[config.mk]
export PLATFORM = sky130hd
export DESIGN_NAME = tdc_cal_ctrl_flat
export DESIGN_NICKNAME = d
export VERILOG_FILES = /design/src/rtl/tdc_cal_pkg.sv /design/src/rtl/tdc_cal_if.sv /design/src/rtl/tdc_cal_div.sv /design/src/rtl/tdc_cal_ctrl.sv /design/src/flat_wrapper.sv
export SDC_FILE = /design/constraint.sdc
export NUM_CORES = 1
export LEC_CHECK = 0
export ABC_AREA = 1
export CORE_ASPECT_RATIO = 0.75
export CORE_MARGIN = 4
export CORE_UTILIZATION = 63
export DETAILED_ROUTE_END_ITERATION = 7
export HOLD_SLACK_MARGIN = 0.03
export MAX_ROUTING_LAYER = met4
export PLACE_DENSITY = 0.85
export SLEW_MARGIN = 15
export SYNTH_ARGS = -nofsm -noshare
export SYNTH_HDL_FRONTEND = slang
export SYNTH_SLANG_ARGS = --single-unit
[constraint.sdc]
create_clock -name i_clk -period 7.4 [get_ports i_clk]
set_input_delay 1.48 -clock i_clk [delete_from_list [all_inputs] [get_ports i_clk]]
set_output_delay 1.48 -clock i_clk [all_outputs]
set_load 0.02 [all_outputs]
[src/rtl/tdc_cal_pkg.sv]
// Shared types and constants for the TDC calibration sequencer.
// Holds the FSM state encoding, default parameters and the saturated TDC codes.
package tdc_cal_pkg;

   localparam int DEF_LOG2N  = 4;
   localparam int DEF_SETTLE = 8;
   localparam int DEF_FRACW  = 4;
   localparam int DEF_GAINW  = 12;
   localparam int DEF_MINP   = 4;

   localparam int CODEW = 6;

   localparam logic [CODEW-1:0] CODE_SAT_LO = 6'd0;
   localparam logic [CODEW-1:0] CODE_SAT_HI = 6'd63;

   typedef enum logic [2:0] {
      ST_IDLE,
      ST_SETTLE,
      ST_ACCUM,
      ST_AVG,
      ST_DIV,
      ST_DONE
   } cal_state_t;

   // A code pinned at either end of the delay line means the edge fell outside it.
   function automatic logic is_sat_code(input logic [CODEW-1:0] c);
      return (c == CODE_SAT_LO) || (c == CODE_SAT_HI);
   endfunction

endpackage

[src/rtl/tdc_cal_if.sv]
// Calibration request / TDC code / result bundle between the PLL control and the sequencer.
interface tdc_cal_if
   import tdc_cal_pkg::*;
#(
   parameter int FRACW = DEF_FRACW,
   parameter int GAINW = DEF_GAINW
) ();

   logic                   start;
   logic [CODEW-1:0]       code;
   logic                   tdc_nrst;
   logic                   busy;
   logic                   done;
   logic                   err;
   logic [CODEW+FRACW-1:0] period;
   logic [GAINW-1:0]       ktdc;

   modport master (
      output start, code,
      input  tdc_nrst, busy, done, err, period, ktdc
   );

   modport slave (
      input  start, code,
      output tdc_nrst, busy, done, err, period, ktdc
   );

endinterface

[src/rtl/tdc_cal_div.sv]
// Restoring serial divider, one quotient bit per cycle, quotient saturated to QW bits.
// The first bit is resolved on the go edge so the result is ready DVDW cycles after go.
module tdc_cal_div #(
   parameter int DVDW = 17,
   parameter int DSRW = 10,
   parameter int QW   = 12
) (
   input  logic            i_clk,
   input  logic            i_rst,
   input  logic            i_go,
   input  logic [DVDW-1:0] i_dividend,
   input  logic [DSRW-1:0] i_divisor,
   output logic [QW-1:0]   o_quotient,
   output logic            o_valid
);

   localparam int CNTW = $clog2(DVDW + 1);

   logic [DSRW-1:0] r_rem;
   logic [DSRW-1:0] r_dsr;
   logic [DVDW-1:0] r_dvd;
   logic [DVDW-1:0] r_q;
   logic [CNTW-1:0] r_cnt;
   logic            r_run;
   logic            r_valid;

   logic [DSRW-1:0] w_rem_src;
   logic [DSRW-1:0] w_dsr_src;
   logic [DVDW-1:0] w_dvd_src;
   logic [DVDW-1:0] w_q_src;
   logic [DSRW:0]   w_trial;
   logic [DSRW:0]   w_diff;
   logic            w_ge;
   logic [DSRW-1:0] w_rem_nxt;
   logic [DVDW-1:0] w_dvd_nxt;
   logic [DVDW-1:0] w_q_nxt;

   assign w_rem_src = i_go ? '0 : r_rem;
   assign w_dsr_src = i_go ? i_divisor : r_dsr;
   assign w_dvd_src = i_go ? i_dividend : r_dvd;
   assign w_q_src   = i_go ? '0 : r_q;

   assign w_trial   = {w_rem_src, w_dvd_src[DVDW-1]};
   assign w_diff    = w_trial - {1'b0, w_dsr_src};
   assign w_ge      = (w_trial >= {1'b0, w_dsr_src});
   assign w_rem_nxt = w_ge ? w_diff[DSRW-1:0] : w_trial[DSRW-1:0];
   assign w_q_nxt   = {w_q_src[DVDW-2:0], w_ge};
   assign w_dvd_nxt = {w_dvd_src[DVDW-2:0], 1'b0};

   always_ff @(posedge i_clk or posedge i_rst) begin
      if (i_rst) begin
         r_rem   <= '0;
         r_dsr   <= '0;
         r_dvd   <= '0;
         r_q     <= '0;
         r_cnt   <= '0;
         r_run   <= 1'b0;
         r_valid <= 1'b0;
      end else begin
         r_valid <= 1'b0;
         if (i_go) begin
            r_rem <= w_rem_nxt;
            r_dvd <= w_dvd_nxt;
            r_q   <= w_q_nxt;
            r_dsr <= i_divisor;
            r_cnt <= CNTW'(DVDW - 1);
            r_run <= 1'b1;
         end else if (r_run) begin
            r_rem <= w_rem_nxt;
            r_dvd <= w_dvd_nxt;
            r_q   <= w_q_nxt;
            r_cnt <= r_cnt - CNTW'(1);
            if (r_cnt == CNTW'(1)) begin
               r_run   <= 1'b0;
               r_valid <= 1'b1;
            end
         end
      end
   end

   assign o_quotient = (|r_q[DVDW-1:QW]) ? '1 : r_q[QW-1:0];
   assign o_valid    = r_valid;

endmodule

[src/rtl/tdc_cal_ctrl.sv]
// TDC calibration sequencer: releases TDC reset, settles, averages 2^LOG2N codes
// and derives KTDC = 2^(GAINW+FRACW) / PERIOD for the loop filter.
module tdc_cal_ctrl
   import tdc_cal_pkg::*;
#(
   parameter int LOG2N  = DEF_LOG2N,
   parameter int SETTLE = DEF_SETTLE,
   parameter int FRACW  = DEF_FRACW,
   parameter int GAINW  = DEF_GAINW,
   parameter int MINP   = DEF_MINP
) (
   input  logic     i_clk,
   input  logic     i_rst,
   tdc_cal_if.slave cal
);

   localparam int ACCW   = CODEW + LOG2N;
   localparam int PERW   = CODEW + FRACW;
   localparam int DVDW   = GAINW + FRACW + 1;
   localparam int NSAMP  = 1 << LOG2N;
   localparam int CNTMAX = (SETTLE > NSAMP) ? SETTLE : NSAMP;
   localparam int CNTW   = $clog2(CNTMAX + 1);

   localparam logic [PERW-1:0] MIN_AVG     = PERW'(MINP << FRACW);
   localparam logic [DVDW-1:0] DIVIDEND    = {1'b1, {(DVDW-1){1'b0}}};
   localparam logic [CNTW-1:0] SETTLE_LAST = CNTW'(SETTLE - 1);
   localparam logic [CNTW-1:0] ACCUM_LAST  = CNTW'(NSAMP - 1);

   cal_state_t      r_state;
   logic            r_start;
   logic [CNTW-1:0] r_cnt;
   logic [ACCW-1:0] r_sum;
   logic            r_sat;
   logic            r_tdc_nrst;
   logic            r_busy;
   logic            r_done;
   logic            r_err;
   logic [PERW-1:0] r_period;
   logic [GAINW-1:0] r_ktdc;

   logic [PERW-1:0]  w_avg;
   logic             w_fail;
   logic             w_div_go;
   logic             w_div_valid;
   logic [GAINW-1:0] w_quot;

   // r_sum is frozen from AVG through DONE, so w_avg is still the right PERIOD at DONE.
   assign w_avg    = PERW'(r_sum) << (FRACW - LOG2N);
   assign w_fail   = r_sat || (w_avg < MIN_AVG);
   assign w_div_go = (r_state == ST_AVG) && !w_fail;

   tdc_cal_div #(
      .DVDW (DVDW),
      .DSRW (PERW),
      .QW   (GAINW)
   ) u_div (
      .i_clk      (i_clk),
      .i_rst      (i_rst),
      .i_go       (w_div_go),
      .i_dividend (DIVIDEND),
      .i_divisor  (w_avg),
      .o_quotient (w_quot),
      .o_valid    (w_div_valid)
   );

   // START is qualified with IDLE when sampled, so a request in the DONE cycle is dropped.
   always_ff @(posedge i_clk or posedge i_rst) begin
      if (i_rst) begin
         r_state    <= ST_IDLE;
         r_start    <= 1'b0;
         r_cnt      <= '0;
         r_sum      <= '0;
         r_sat      <= 1'b0;
         r_tdc_nrst <= 1'b0;
         r_busy     <= 1'b0;
         r_done     <= 1'b0;
         r_err      <= 1'b0;
         r_period   <= '0;
         r_ktdc     <= '0;
      end else begin
         r_start <= cal.start && (r_state == ST_IDLE);
         r_done  <= 1'b0;
         case (r_state)
            ST_IDLE: begin
               if (r_start) begin
                  r_err      <= 1'b0;
                  r_sum      <= '0;
                  r_cnt      <= '0;
                  r_sat      <= 1'b0;
                  r_tdc_nrst <= 1'b1;
                  r_busy     <= 1'b1;
                  r_state    <= ST_SETTLE;
               end
            end
            ST_SETTLE: begin
               if (r_cnt == SETTLE_LAST) begin
                  r_cnt   <= '0;
                  r_state <= ST_ACCUM;
               end else begin
                  r_cnt <= r_cnt + CNTW'(1);
               end
            end
            ST_ACCUM: begin
               r_sum <= r_sum + ACCW'(cal.code);
               if (is_sat_code(cal.code)) begin
                  r_sat <= 1'b1;
               end
               if (r_cnt == ACCUM_LAST) begin
                  r_cnt   <= '0;
                  r_state <= ST_AVG;
               end else begin
                  r_cnt <= r_cnt + CNTW'(1);
               end
            end
            ST_AVG: begin
               if (w_fail) begin
                  r_err   <= 1'b1;
                  r_done  <= 1'b1;
                  r_state <= ST_DONE;
               end else begin
                  r_state <= ST_DIV;
               end
            end
            ST_DIV: begin
               if (w_div_valid) begin
                  r_period <= w_avg;
                  r_ktdc   <= w_quot;
                  r_done   <= 1'b1;
                  r_state  <= ST_DONE;
               end
            end
            ST_DONE: begin
               r_busy  <= 1'b0;
               r_state <= ST_IDLE;
            end
            default: begin
               r_state <= ST_IDLE;
            end
         endcase
      end
   end

   assign cal.tdc_nrst = r_tdc_nrst;
   assign cal.busy     = r_busy;
   assign cal.done     = r_done;
   assign cal.err      = r_err;
   assign cal.period   = r_period;
   assign cal.ktdc     = r_ktdc;

endmodule

[src/flat_wrapper.sv]
// flat-port wrapper written by rule: the top's interface ports become plain ports
module tdc_cal_ctrl_flat import tdc_cal_pkg::*;
#(
   parameter int LOG2N  = DEF_LOG2N,
   parameter int SETTLE = DEF_SETTLE,
   parameter int FRACW  = DEF_FRACW,
   parameter int GAINW  = DEF_GAINW,
   parameter int MINP   = DEF_MINP
)
  (i_clk, i_rst, cal_start, cal_code, cal_tdc_nrst, cal_busy, cal_done, cal_err, cal_period, cal_ktdc);
  tdc_cal_if #(.FRACW(FRACW), .GAINW(GAINW)) cal_i ();
  input  logic i_clk;
  input  logic i_rst;
  input wire logic [$bits(cal_i.start)-1:0] cal_start;
  input wire logic [$bits(cal_i.code)-1:0] cal_code;
  output wire logic [$bits(cal_i.tdc_nrst)-1:0] cal_tdc_nrst;
  output wire logic [$bits(cal_i.busy)-1:0] cal_busy;
  output wire logic [$bits(cal_i.done)-1:0] cal_done;
  output wire logic [$bits(cal_i.err)-1:0] cal_err;
  output wire logic [$bits(cal_i.period)-1:0] cal_period;
  output wire logic [$bits(cal_i.ktdc)-1:0] cal_ktdc;
  assign cal_i.start = cal_start;
  assign cal_i.code = cal_code;
  assign cal_tdc_nrst = cal_i.tdc_nrst;
  assign cal_busy = cal_i.busy;
  assign cal_done = cal_i.done;
  assign cal_err = cal_i.err;
  assign cal_period = cal_i.period;
  assign cal_ktdc = cal_i.ktdc;
  tdc_cal_ctrl #(.LOG2N(LOG2N), .SETTLE(SETTLE), .FRACW(FRACW), .GAINW(GAINW), .MINP(MINP)) u_core (.i_clk(i_clk), .i_rst(i_rst), .cal(cal_i));
endmodule
== Yosys cells after proc, flatten, opt, wreduce, memory -nomap -nowiden ==
Cells that the tools add are included.
Storage, ports and cells
  bits in registers: 107
  output and inout port bits: 26
Operators by class
  add/subtract/negate cells: 4
  $lt $le $gt $ge: 2
  equality and inequality tests: 15
  muxes and demuxes: 42
  reductions and logical operators: 21
Operator list (number)
  17-bit two-way mux: 5
  10-bit two-way mux: 6
  5-bit two-way mux: 5
  10-bit one-hot mux with 2 select lines: 1
  16-bit two-way mux: 1
  3-bit one-hot mux with 5 select lines: 1
  5-bit one-hot mux with 3 select lines: 1
  1-bit two-way mux: 13
  12-bit two-way mux: 1
  3-bit two-way mux: 4
  11-bit by 10-bit greater-or-equal comparator with 1-bit output: 1
  10-bit by 6-bit adder with 10-bit output: 1
  10-bit by 7-bit less-than comparator with 1-bit output (second input constant): 1
  2-bit by 1-bit inequality test with 1-bit output (second input constant): 5
  2-bit AND reduction: 5
  10-bit subtractor: 1
  1-bit one-hot mux with 2 select lines: 4
  2-bit nonzero test: 4
  3-bit by 2-bit == test with 1-bit output (second input constant): 2
  3-bit == test (second input constant): 2
  6-bit == test (second input constant): 1
  6-bit logical NOT: 1
  3-bit AND reduction: 2
  5-bit by 1-bit adder with 5-bit output (second input constant): 1
  13 further kinds: 15

== Logic depth before layout (Yosys ltp) ==
Gate-level depths: netlist (run 1).
  depth in word-level cells: 9
  depth in mapped cells: 20
  gate-level depth less buffers: 19

== Modules after synthesis ==
Synthesis (run 1) repeated with hierarchy kept, for this count alone.
Second synthesis, totals
  cell total of the unflattened synthesis: 691
  area, all modules: 5674.2 µm²
Modules (own cells, without submodules)
  tdc_cal_div: instances 1, cells an instance 421, area an instance 3253.1 µm², seq. area each 1501.4 µm²
  tdc_cal_ctrl: instances 1, cells an instance 270, area an instance 2421.1 µm², seq. area each 1151.1 µm²

== Worst setup path before layout (run 1) ==
Ideal clock, no wire load.
  path type: input to register
  from: input cal_code[0]
  to: register u_core.r_sum[8]
  arrival: 2758 ps
  setup slack: 4512 ps
  stages: 10
  buffers on the path: 0
  cell sequence: ha_1 > fa_1 > nand3_1 > nand3_1 > nand2_1 > nand2_1 > a21oi_1 > o21ai_0 > nand2_1 > o22ai_1
On the way
  word-level cells in the longest chain between the ends: 2
Ends and longest elaborated chain
  start: declaration: line flat_wrapper.sv:15  | input wire logic [$bits(cal_i.code)-1:0] cal_code;
  10-bit by 6-bit adder with 10-bit output: line tdc_cal_ctrl.sv:104  | r_sum <= r_sum + ACCW'(cal.code);
  10-bit one-hot mux with 2 select lines: line tdc_cal_ctrl.sv:83  | case (r_state)
  end signal: assignment: line tdc_cal_ctrl.sv:104
  end: declaration: line tdc_cal_ctrl.sv:32  | logic [ACCW-1:0] r_sum;
No other way between the ends.
A chain may end at the register's enable or synchronous reset.

== Worst setup path after layout (run 1) ==
  from: register u_core.r_sum[7]
  to: register u_core.u_div.r_rem[8]
On the way
  word-level cells in the longest chain between the ends: 9
  elaborated cells on any way between the ends: 13
  classes of those cells: add/sub: 1; order compare: 2; mux: 6; reduce/logical: 4
Ends and longest elaborated chain
  10-bit by 7-bit less-than comparator with 1-bit output (*): line tdc_cal_ctrl.sv:49  | assign w_fail = r_sat || (w_avg < MIN_AVG);
  1-bit logical OR (*): line tdc_cal_ctrl.sv:49
  1-bit logical NOT (*): line tdc_cal_ctrl.sv:50  | assign w_div_go = (r_state == ST_AVG) && !w_fail;
  1-bit logical AND (*): line tdc_cal_ctrl.sv:50
  10-bit two-way mux (*)
  named net u_core.u_div.w_dsr_src[1]: line tdc_cal_div.sv:28  | logic [DSRW-1:0] w_dsr_src;
  10-bit subtractor / 11-bit by 10-bit greater-or-equal comparator with 1-bit output (equally long branches): line tdc_cal_div.sv:44, tdc_cal_div.sv:45
  10-bit two-way mux (*): line tdc_cal_div.sv:46  | assign w_rem_nxt = w_ge ? w_diff[DSRW-1:0] : w_trial[DSRW-1:0];
  10-bit two-way mux: line tdc_cal_div.sv:68  | end else if (r_run) begin
  10-bit two-way mux (*): line tdc_cal_div.sv:61  | if (i_go) begin
  end signal: assignment: line tdc_cal_div.sv:62  | r_rem <= w_rem_nxt;
  end signal: assignment: line tdc_cal_div.sv:69  | r_rem <= w_rem_nxt;
  end: declaration: line tdc_cal_div.sv:19  | logic [DSRW-1:0] r_rem;
Mark *: on every way through the listed nets, which the timed path passes. The rest lies on a longest branch. The select of a mux whose other input is x is not followed.

==> results of run 1 <==
## metal layers
metal  vias to the layer above  routed length, um  global-route usage, %
met2                       119               4395                  35.61
met4                         0                123                  6.537
met1                      1854               4845                  34.97
li1                       1898                  -                      -
met3                        17                555                  6.527
met5                         -                  0                      -
## worst min-delay path: stages, from the launching register on
cell and delay [ns]:
dfrtp_1 0.35, nand2_1 0.05, nand2_1 0.06
## Yosys cell counts (4+ instances only)
cell type | n | area share, %
a21boi_0 | 16 | 2.5
a21oi_1 | 13 | 1.4
clkbuf_1 | 11 | 0.87
dfrtp_1 | 90 | 48
ha_1 | 20 | 5.3
inv_1 | 92 | 7.3
nand2_1 | 139 | 11
nand2_2 | 4 | 0.53
nand3_1 | 42 | 4.5
nand4_1 | 5 | 0.66
nor2_1 | 29 | 2.3
nor3_1 | 6 | 0.64
o21ai_0 | 51 | 5.4
o22ai_1 | 7 | 0.93
or2_2 | 11 | 1.5
xnor2_1 | 4 | 0.74
xor2_1 | 7 | 1.3
## power groups by stage
stage	registers [mW]	logic [mW]	clock network, mW
floorplan	0.767	0.937	0
global placement	0.781	1.16	0
CTS	0.781	1.22	0.347
finish	0.783	1.22	0.341
global route	0.804	1.41	0.373
detailed placement	0.788	1.20	0
## sequential cells by signal, indices dropped and copies added, names as in the netlist
register / count
u_core.cal.err: 1
u_core.r_state: 3
u_core.u_div.r_run: 1
u_core.u_div.r_rem: 10
u_core.r_cnt: 5
u_core.cal.busy: 1
u_core.r_start: 1
u_core.cal.tdc_nrst: 1
u_core.r_sum: 10
u_core.u_div.r_dsr: 10
u_core.u_div.r_q: 17
u_core.r_sat: 1
u_core.cal.ktdc: 12
u_core.u_div.o_valid: 1
u_core.cal.period: 10
u_core.cal.done: 1
u_core.u_div.r_cnt: 5
## kinds of logic (layout without fill, tap and decap cells)
logic type | Yosys count | count (layout)
simple gates | 246 | 246
buf+inv | 109 | 145
compound gates | 97 | 97
flops | 90 | 90
fa+ha+maj | 22 | 22
xor+xnor | 11 | 11
## layout make-up
class | count | area [um2]
clock buffers | 10 | 127.6
multi-input cells | 376 | 2058
fillers | 560 | 1988
clock inverters | 6 | 71.32
inverters | 94 | 355.3
repair buffers | 35 | 351.6
well taps | 101 | 126.4
flip-flops and latches | 90 | 2252
## worst max path at each step
| stage | depth (start not counted) | end | from |
|---|---|---|---|
| detailed placement | 10 | u_core.r_sum[6]$_DFFE_PP0P_ | cal_code[0] |
| global placement | 11 | u_core.r_sum[8]$_DFFE_PP0P_ | cal_code[0] |
| CTS | 16 | u_core.u_div.r_rem[8]$_DFFE_PP0P_ | u_core.r_sum[7]$_DFFE_PP0P_ |
| floorplan | 1 | u_core.cal.busy$_DFFE_PP0P_ | i_rst |
| global route | 14 | u_core.u_div.r_rem[6]$_DFFE_PP0P_ | u_core.r_sum[7]$_DFFE_PP0P_ |
| finish | 16 | u_core.u_div.r_rem[8]$_DFFE_PP0P_ | u_core.r_sum[7]$_DFFE_PP0P_ |
## through the flow
step,cells,util [%],area (um2),power [mW],hold WS (ns)
after global placement,696,70.11,5140,1.945,0.4541
final,712,72.88,5343,2.348,0.4853
after CTS,712,72.83,5339,2.344,0.4877
after global routing,712,72.88,5343,2.582,0.5040
after detailed placement,696,70.11,5140,1.991,0.4647
after floorplan,575,-,4723,1.704,0.4492
==> flow_summary.json, run 1 <==
{
  "status": "complete, no violations",
  "slowest_delay_ns": 0.46,
  "period_share_pct": 47.67,
  "crit_top_cell": "nand2_1",
  "relSlewSlack_pct": 32.97,
  "synthAdderAreaFrac_pct": 6.146,
  "overflow": 0,
  "pwr-share-comb_pct": 52.1,
  "most-common-layout-cells": "nand2_1 (139), inv_1 (91), dfrtp_1 (90), o21ai_0 (51), nand3_1 (42)",
  "synth_nets": 606,
  "powerDensity_mw_per_mm2": 439.4,
  "clock_path_buffers": 2,
  "worst_ep_required_time_ns": 7.65,
  "h-tree-depth": 3,
  "fin_nets": 637,
  "totalWireLength_um": 9919,
  "hp-class": "reg2reg",
  "final_common_cell": "nand2_1",
  "drtIter0Drc": 277,
  "antenna_found_initial": 0,
  "syn-cell-area_mm2": 0.004723,
  "drive_gt1_share_pct": 6.710,
  "cts_tree": "done",
  "grtUsageTotal_pct": 24.69,
  "ys_types": 37,
  "cts_setup_buffers": 0,
  "synth_async_sr_flop_share_pct": 100.0,
  "path_class": "reg2reg",
  "maxCapViolations": 0,
  "start_kind": "flip-flop",
  "grt_pass1_wl_um": 17410,
  "synth-seq-cells": 90,
  "cp_slowest_cell": "fa_1",
  "cts-buffers-inserted": 9,
  "die_h_um": 82.99,
  "synth_top_family_by_area": "simple AND/OR/NAND/NOR gates",
  "synth_edf_count": 0,
  "rsz0062_at_grt": "false",
  "dieWidth_um": 108.0,
  "r2r-start": "u_core.r_sum[7]$_DFFE_PP0P_",
  "post_cts_resized": 0,
  "syn_inst": 575,
  "layout_min_cycle_time_ns": 3.528,
  "synth-xor-area-share_pct": 2.040,
  "ir_worst_vdd_mv": 0.3517,
  "finClkSkew_ns": 0.01630,
  "holdPathStages": 2,
  "setup_violations": 0,
  "rr_worst_depth": 16,
  "crit_chain": "nor2_1 > nand2_1 > nand3_4 > inv_1 > or2_2 > o21ai_0 > inv_1 > fa_1 > o21ai_0 > nand4_1 > nand3_1 > nand2_1 > nand2_1 > nand2_1 > nand2_1 > nand2_1",
  "dieArea_mm2": 0.008961,
  "pwr-share-clk_pct": 14.5,
  "crit_arrival_ns": 3.78,
  "post_drt_via_cell_ratio": 5.461,
  "path_delay_family": "simple AND/OR/NAND/NOR gates",
  "num_vias": 3888,
  "clkTransAtPathRegs_ns": 0.09,
  "swShare_pct": 46.22,
  "io_pins": 35,
  "yosys.area_share.simple_pct": 23.44,
  "first_pass_iters": 4,
  "setup_tns_ns": 0,
  "r2r-end": "u_core.u_div.r_rem[8]$_DFFE_PP0P_",
  "core_area_mm2": 0.007331,
  "tightest_slew_ns": 1.003,
  "post-place-ws_ns": 3.850,
  "worstHoldStart": "u_core.cal.ktdc[10]$_DFFE_PP0P_",
  "hold_viol": 0,
  "wl_per_cell_um": 13.93,
  "grt_max_degree": 91,
  "clk_latency_ns": 0.37,
  "muxShareOfSynthArea_pct": 0,
  "leakagePower_nw": 2.912,
  "grt_pass1_vias": 3781,
  "p_int_mw": 1.262,
  "path_buf_inv": 2,
  "ys_seq_area_share_pct": 47.68,
  "setup_ws_ns": 3.872,
  "yosys_warnings": 0,
  "path_max_fanout": 46,
  "layout-area-overhead-vs-synth_pct": 13.11,
  "ant_nets": 0,
  "hold-path-endpoint": "u_core.cal.ktdc[10]$_DFFE_PP0P_",
  "switchingPower_mw": 1.085,
  "drv_slew": 0,
  "io_buffers": 34,
  "place_congestion": 0.9717,
  "seq_power_share_pct": 33.4,
  "hpwlAfterDp_um": 7068,
  "critPathCaptureType": "flip-flop",
  "rows": 27,
  "avgSynthCellArea_um2": 8.214,
  "ys.flop_type": "dfrtp_1",
  "cts_hold_buf": 0,
  "regToRegSetupSlack_ns": 3.87,
  "synth-compound-area-share_pct": 11.95,
  "diodes": 0,
  "cts_sinks": 90,
  "drc": 0,
  "clock.fmax_mhz": 283.5,
  "start_util_pct": 64.43,
  "cts_root_buf": "clkbuf_8"
}
(Power assumes the default switching activity.)
==> run 2, diff against run 1 <==
- CORE_UTILIZATION: 63 -> 59
- PLACE_DENSITY: 0.85 -> 0.8
- clock period: 7.4 -> 3.65 ns (I/O delays scaled with it)
==> flow_summary.json, run 2 (same netlist as run 1, synthesis figures left out) <==
{
  "status": "complete, no violations",
  "rsz0062_at_grt": "false",
  "drc": 0,
  "cp-startpoint": "u_core.r_sum[7]$_DFFE_PP0P_",
  "cts_tree": "done",
  "drtIter0Drc": 345,
  "layout_min_cycle_time_ns": 3.383,
  "diodes": 0,
  "h-tree-depth": 3,
  "totalWireLength_um": 10260,
  "clkTransAtPathRegs_ns": 0.10,
  "rows": 27,
  "worst_ep_required_time_ns": 3.89,
  "core_area_mm2": 0.007567,
  "fin_util_pct": 71.28,
  "cts_setup_buffers": 0,
  "worstHoldStart": "u_core.cal.ktdc[3]$_DFFE_PP0P_",
  "top_register": "u_core.u_div.r_q",
  "wl_per_cell_um": 14.34,
  "final_area_mm2": 0.005394,
  "fillers": 606,
  "layout-area-overhead-vs-synth_pct": 14.20,
  "hp-class": "reg2reg",
  "hold_ws_ns": 0.4886,
  "fin_nets": 640,
  "powerDensity_mw_per_mm2": 898.0,
  "path_class": "reg2reg",
  "tightest_slew_ns": 0.6490,
  "path_max_fanout": 25,
  "grt_max_degree": 63,
  "r2r-end": "u_core.u_div.r_rem[6]$_DFFE_PP0P_",
  "crit_arrival_ns": 3.63,
  "most-common-layout-cells": "nand2_1 (139), inv_1 (91), dfrtp_1 (90), o21ai_0 (51), nand3_1 (42)",
  "dieWidth_um": 111.3,
  "clock.fmax_mhz": 295.6,
  "cts_hold_buf": 0,
  "grt_pass1_vias": 3846,
  "place_congestion": 0.9461,
  "r2r-start": "u_core.r_sum[7]$_DFFE_PP0P_",
  "drv_slew": 0,
  "final_common_cell": "nand2_1",
  "io_buffers": 34,
  "hold_viol": 0,
  "postPlaceCellArea_mm2": 0.005175,
  "io_pins": 35,
  "drive_gt1_share_pct": 7.329,
  "start_util_pct": 62.42,
  "die_h_um": 85.49,
  "setup_ws_ns": 0.2670,
  "hpwlAfterDp_um": 7507,
  "largest_reg_flops": 17,
  "post-place-ws_ns": 0.3337,
  "leakagePower_nw": 2.940,
  "grtUsageTotal_pct": 23.81,
  "grt_pass1_wl_um": 18080,
  "ir_worst_vdd_mv": 0.6405,
  "first_pass_iters": 5,
  "holdPathStages": 2,
  "period_share_pct": 92.69,
  "clock_path_buffers": 2,
  "post_cts_resized": 0,
  "maxCapViolations": 0,
  "clk_latency_ns": 0.37,
  "cts-buffers-inserted": 9,
  "relSlewSlack_pct": 56.69,
  "rr_worst_depth": 14,
  "regToRegSetupSlack_ns": 0.27,
  "setup_violations": 0,
  "post_drt_via_cell_ratio": 5.467,
  "cts_root_buf": "clkbuf_8",
  "start_kind": "flip-flop",
  "critPathCaptureType": "flip-flop",
  "ant_nets": 0,
  "dieArea_mm2": 0.009516,
  "overflow": 0,
  "setup_tns_ns": 0,
  "num_vias": 3909,
  "hold-path-endpoint": "u_core.cal.ktdc[3]$_DFFE_PP0P_",
  "multi_input_area_mm2": 0.002058,
  "finClkSkew_ns": 0.01163,
  "antenna_found_initial": 0,
  "ff_latch_area_mm2": 0.002252,
  "cts_sinks": 90
}
-- run 2: worst max-delay path: stages, from the launching register on --
cell and delay, ns:
dfrtp_1 0.45, nor2_1 0.16, nand2_1 0.11, nand3_4 0.21
inv_1 0.23, or2_2 0.33, o21ai_0 0.12, inv_1 0.12
fa_1 0.46, o21ai_0 0.46, a21oi_1 0.17, xor2_1 0.21
nand2_1 0.09, nand3_1 0.08, o21ai_0 0.09
-- run 2: worst max-delay path by stage --
| stage | endpoint | slack [ns] |
|---|---|---|
| detailed placement | u_core.u_div.r_rem[6]$_DFFE_PP0P_ | 0.33 |
| global route | u_core.u_div.r_rem[6]$_DFFE_PP0P_ | 0.01 |
| floorplan | u_core.cal.busy$_DFFE_PP0P_ | 0.58 |
| finish | u_core.u_div.r_rem[6]$_DFFE_PP0P_ | 0.27 |
| global placement | u_core.u_div.r_rem[6]$_DFFE_PP0P_ | 0.33 |
| CTS | u_core.u_div.r_rem[6]$_DFFE_PP0P_ | 0.32 |
-- run 2: per-stage QoR --
stage / cells / total power [mW]
floorplan: 575 / 3.456
global placement: 699 / 4.014
detailed placement: 699 / 4.086
CTS: 715 / 4.832
global route: 715 / 5.285
finish: 715 / 4.844
-- run 2: per-layer routing --
metal / vias to the layer above / track usage (%) / routed length [um]
li1: 1903 / - / -
met1: 1860 / 33.49 / 4905
met2: 131 / 36.07 / 4556
met3: 15 / 4.348 / 675
met4: 0 / 5.967 / 118
met5: - / - / 0
-- run 2: where the power goes --
part	switching, mW	leakage, nW	total [mW]	internal [mW]
combinational	1.63	1.65	2.54	0.912
clock	0.396	0.111	0.732	0.337
sequential	0.240	1.18	1.57	1.33
-- run 2: layout make-up --
class                           instances  area share [%]
Clock buffer                            9           2.296
Multi-Input combinational cell        376           38.16
Clock inverter                          7           1.763
Inverter                               94           6.588
Timing Repair Buffer                   38           7.098
Sequential cell                        90           41.75
Tap cell                              101           2.343
==> run 3, diff against run 2 <==
- ABC_AREA: 1 -> unset
==> flow_summary.json, run 3 <==
{
  "status": "complete, no violations",
  "fin_nets": 510,
  "yosys_warnings": 0,
  "most-common-layout-cells": "dfrtp_1 (90), nor2_1 (38), clkdlybuf4s50_1 (34), nand2_1 (32), mux2i_1 (28)",
  "fillers": 597,
  "io_buffers": 34,
  "start_util_pct": 61.73,
  "multi_input_area_mm2": 0.002202,
  "cts_sinks": 90,
  "num_vias": 3402,
  "clkTransAtPathRegs_ns": 0.09,
  "fin_util_pct": 70.89,
  "grtUsageTotal_pct": 23.18,
  "synth_edf_count": 0,
  "layout-area-overhead-vs-synth_pct": 14.84,
  "final_common_cell": "dfrtp_1",
  "synth-seq-cells": 90,
  "grt_pass1_wl_um": 16560,
  "final_area_mm2": 0.005316,
  "clock_path_buffers": 2,
  "path_delay_family": "simple AND/OR/NAND/NOR gates",
  "relSlewSlack_pct": 48.80,
  "cts_hold_buf": 0,
  "top_register": "u_core.u_div.r_q",
  "path_class": "reg2reg",
  "cts_tree": "done",
  "dieArea_mm2": 0.009342,
  "post_drt_via_cell_ratio": 5.815,
  "synth_async_sr_flop_share_pct": 100.0,
  "hold_viol": 0,
  "drv_slew": 0,
  "drive_gt1_share_pct": 11.16,
  "crit_top_cell": "nor3_1",
  "setup_violations": 0,
  "tightest_slew_ns": 0.7652,
  "leakagePower_nw": 2.651,
  "finClkSkew_ns": 0.006984,
  "clock.fmax_mhz": 292.5,
  "h-tree-depth": 3,
  "path_buf_inv": 1,
  "core_area_mm2": 0.007500,
  "cts_root_buf": "clkbuf_8",
  "ir_worst_vdd_mv": 0.4073,
  "rsz0062_at_grt": "false",
  "cp_slowest_cell": "dfrtp_1",
  "synth.most_common_cell": "dfrtp_1",
  "setup_ws_ns": 0.2310,
  "maxCapViolations": 0,
  "critPathCaptureType": "flip-flop",
  "cts-buffers-inserted": 9,
  "start_kind": "flip-flop",
  "ant_nets": 0,
  "dpl.cell_count": 569,
  "diodes": 0,
  "grt_pass1_vias": 3425,
  "synth_commonest_cells": "dfrtp_1 (90), nor2_1 (38), nand2_1 (33)",
  "io_pins": 35,
  "ys_types": 56,
  "drc": 0,
  "crit_chain": "nor4_4 > or3_1 > buf_4 > mux2i_1 > ha_1 > nor3_1 > nor3_1 > o211ai_2 > and2_2 > a21o_1 > o32a_1",
  "crit_arrival_ns": 3.67,
  "hp-class": "reg2reg",
  "synthTopCellsByArea": "dfrtp_1 (49%), mux2i_1 (6.1%), ha_1 (5.4%)",
  "post-place-ws_ns": 0.2049,
  "ys_seq_area_share_pct": 48.65,
  "syn_inst": 441,
  "synth_nets": 472,
  "dieWidth_um": 110.3,
  "hpwlAfterDp_um": 6944,
  "powerDensity_mw_per_mm2": 538.9,
  "layout.cells.non_filler": 585,
  "path_max_fanout": 9,
  "totalWireLength_um": 9623,
  "worst_ep_required_time_ns": 3.90,
  "clk_latency_ns": 0.36,
  "drtIter0Drc": 228,
  "slowest_delay_ns": 0.48,
  "period_share_pct": 93.67,
  "ys.flop_type": "dfrtp_1",
  "antenna_found_initial": 0,
  "wl_per_cell_um": 16.45,
  "rows": 27,
  "synth_area_leader_cell": "dfrtp_1",
  "postPlaceCellArea_mm2": 0.005121,
  "syn-cell-area_mm2": 0.004629,
  "place_congestion": 0.9398,
  "setup_tns_ns": 0,
  "ff_latch_area_mm2": 0.002252,
  "synth_top_area_share_pct": 48.65,
  "layout_min_cycle_time_ns": 3.419,
  "die_h_um": 84.71,
  "first_pass_iters": 4,
  "largest_reg_flops": 17,
  "overflow": 0,
  "grt_max_degree": 42,
  "avgSynthCellArea_um2": 10.50
}
-- run 3: cell types whose count changed in the layout (fill, tap and decap cells not counted), sizes merged, moves of 10 or more --
cell | previous run | this run
and2 | 0 | 11
or2 | 11 | 1
a21boi | 16 | 0
nand2 | 145 | 33
o22a | 0 | 12
nand3 | 45 | 15
mux2 | 0 | 14
inv | 94 | 27
mux2i | 0 | 28
o21ai | 51 | 12
buf | 4 | 14
-- run 3: worst reg2reg max path: cells and delay by family (launching register included) --
| family | cells | cell delay (ns) |
|---|---|---|
| compound gates | 3 | 0.55 |
| fa+ha+maj | 1 | 0.31 |
| buf+inv | 1 | 0.22 |
| flops | 1 | 0.48 |
| mux | 1 | 0.26 |
| simple gates | 5 | 1.49 |
-- run 3: path summary, 6_finish.rpt --
kind | start | endpoint | slack [ns] | cells past startpoint
worst max-delay path | u_core.r_sum[6]$_DFFE_PP0P_ | u_core.u_div.r_rem[7]$_DFFE_PP0P_ | 0.23 | 11
worst min-delay path | u_core.cal.tdc_nrst$_DFFE_PP0P_ | u_core.cal.tdc_nrst$_DFFE_PP0P_ | 0.49 | 1
worst max register to register | u_core.r_sum[6]$_DFFE_PP0P_ | u_core.u_div.r_rem[7]$_DFFE_PP0P_ | 0.23 | 11
worst min register to register | u_core.cal.tdc_nrst$_DFFE_PP0P_ | u_core.cal.tdc_nrst$_DFFE_PP0P_ | 0.49 | 1
max in group asynchronous | i_rst | u_core.u_div.r_rem[6]$_DFFE_PP0P_ | 2.13 | 3
min in group asynchronous | i_rst | u_core.cal.ktdc[2]$_DFFE_PP0P_ | 0.77 | 2
-- run 3: per-layer routing --
layer	part of all wire [%]	GRT usage, %	vias to the layer above
met5	0	-	-
li1	-	-	1638
met3	5.6	4.151	14
met2	45	34.36	95
met1	48	32.46	1655
met4	1.4	7.494	0
-- run 3: what timing repair did --
item	in CTS	in global routing
setup buffers	0	0
setup endpoints to repair	0	4
resized for setup	0	2
-- run 3: kinds of logic after synthesis --
family	Yosys count	synth area share, %
fa+ha+maj	22	6.270
flops	90	48.65
xor+xnor	14	2.648
simple gates	134	14.38
buf+inv	47	3.973
mux	42	9.459
compound gates	92	14.62
-- run 3: report_power, final --
group / internal (mW) / switching [mW] / leakage (nW)
Clock: 0.317 / 0.357 / 0.104
Combinational: 0.427 / 0.581 / 1.31
Sequential: 1.09 / 0.0919 / 1.24
Total: 1.84 / 1.03 / 2.65
-- run 3: metrics by stage --
step | power, mW | hold WS [ns]
floorplan | 1.968 | 0.4406
global placement | 2.141 | 0.4482
detailed placement | 2.179 | 0.4642
CTS | 2.856 | 0.4892
global route | 3.058 | 0.5060
finish | 2.865 | 0.4855
-- run 3: area by class of cell --
| class | count | area share [%] |
|---|---|---|
| clock buffers | 9 | 2.330 |
| clock inverters | 7 | 1.271 |
| inverters | 26 | 1.859 |
| multi-input cells | 304 | 41.42 |
| flip-flops and latches | 90 | 42.36 |
| well taps | 101 | 2.377 |
| repair buffers | 48 | 8.378 |
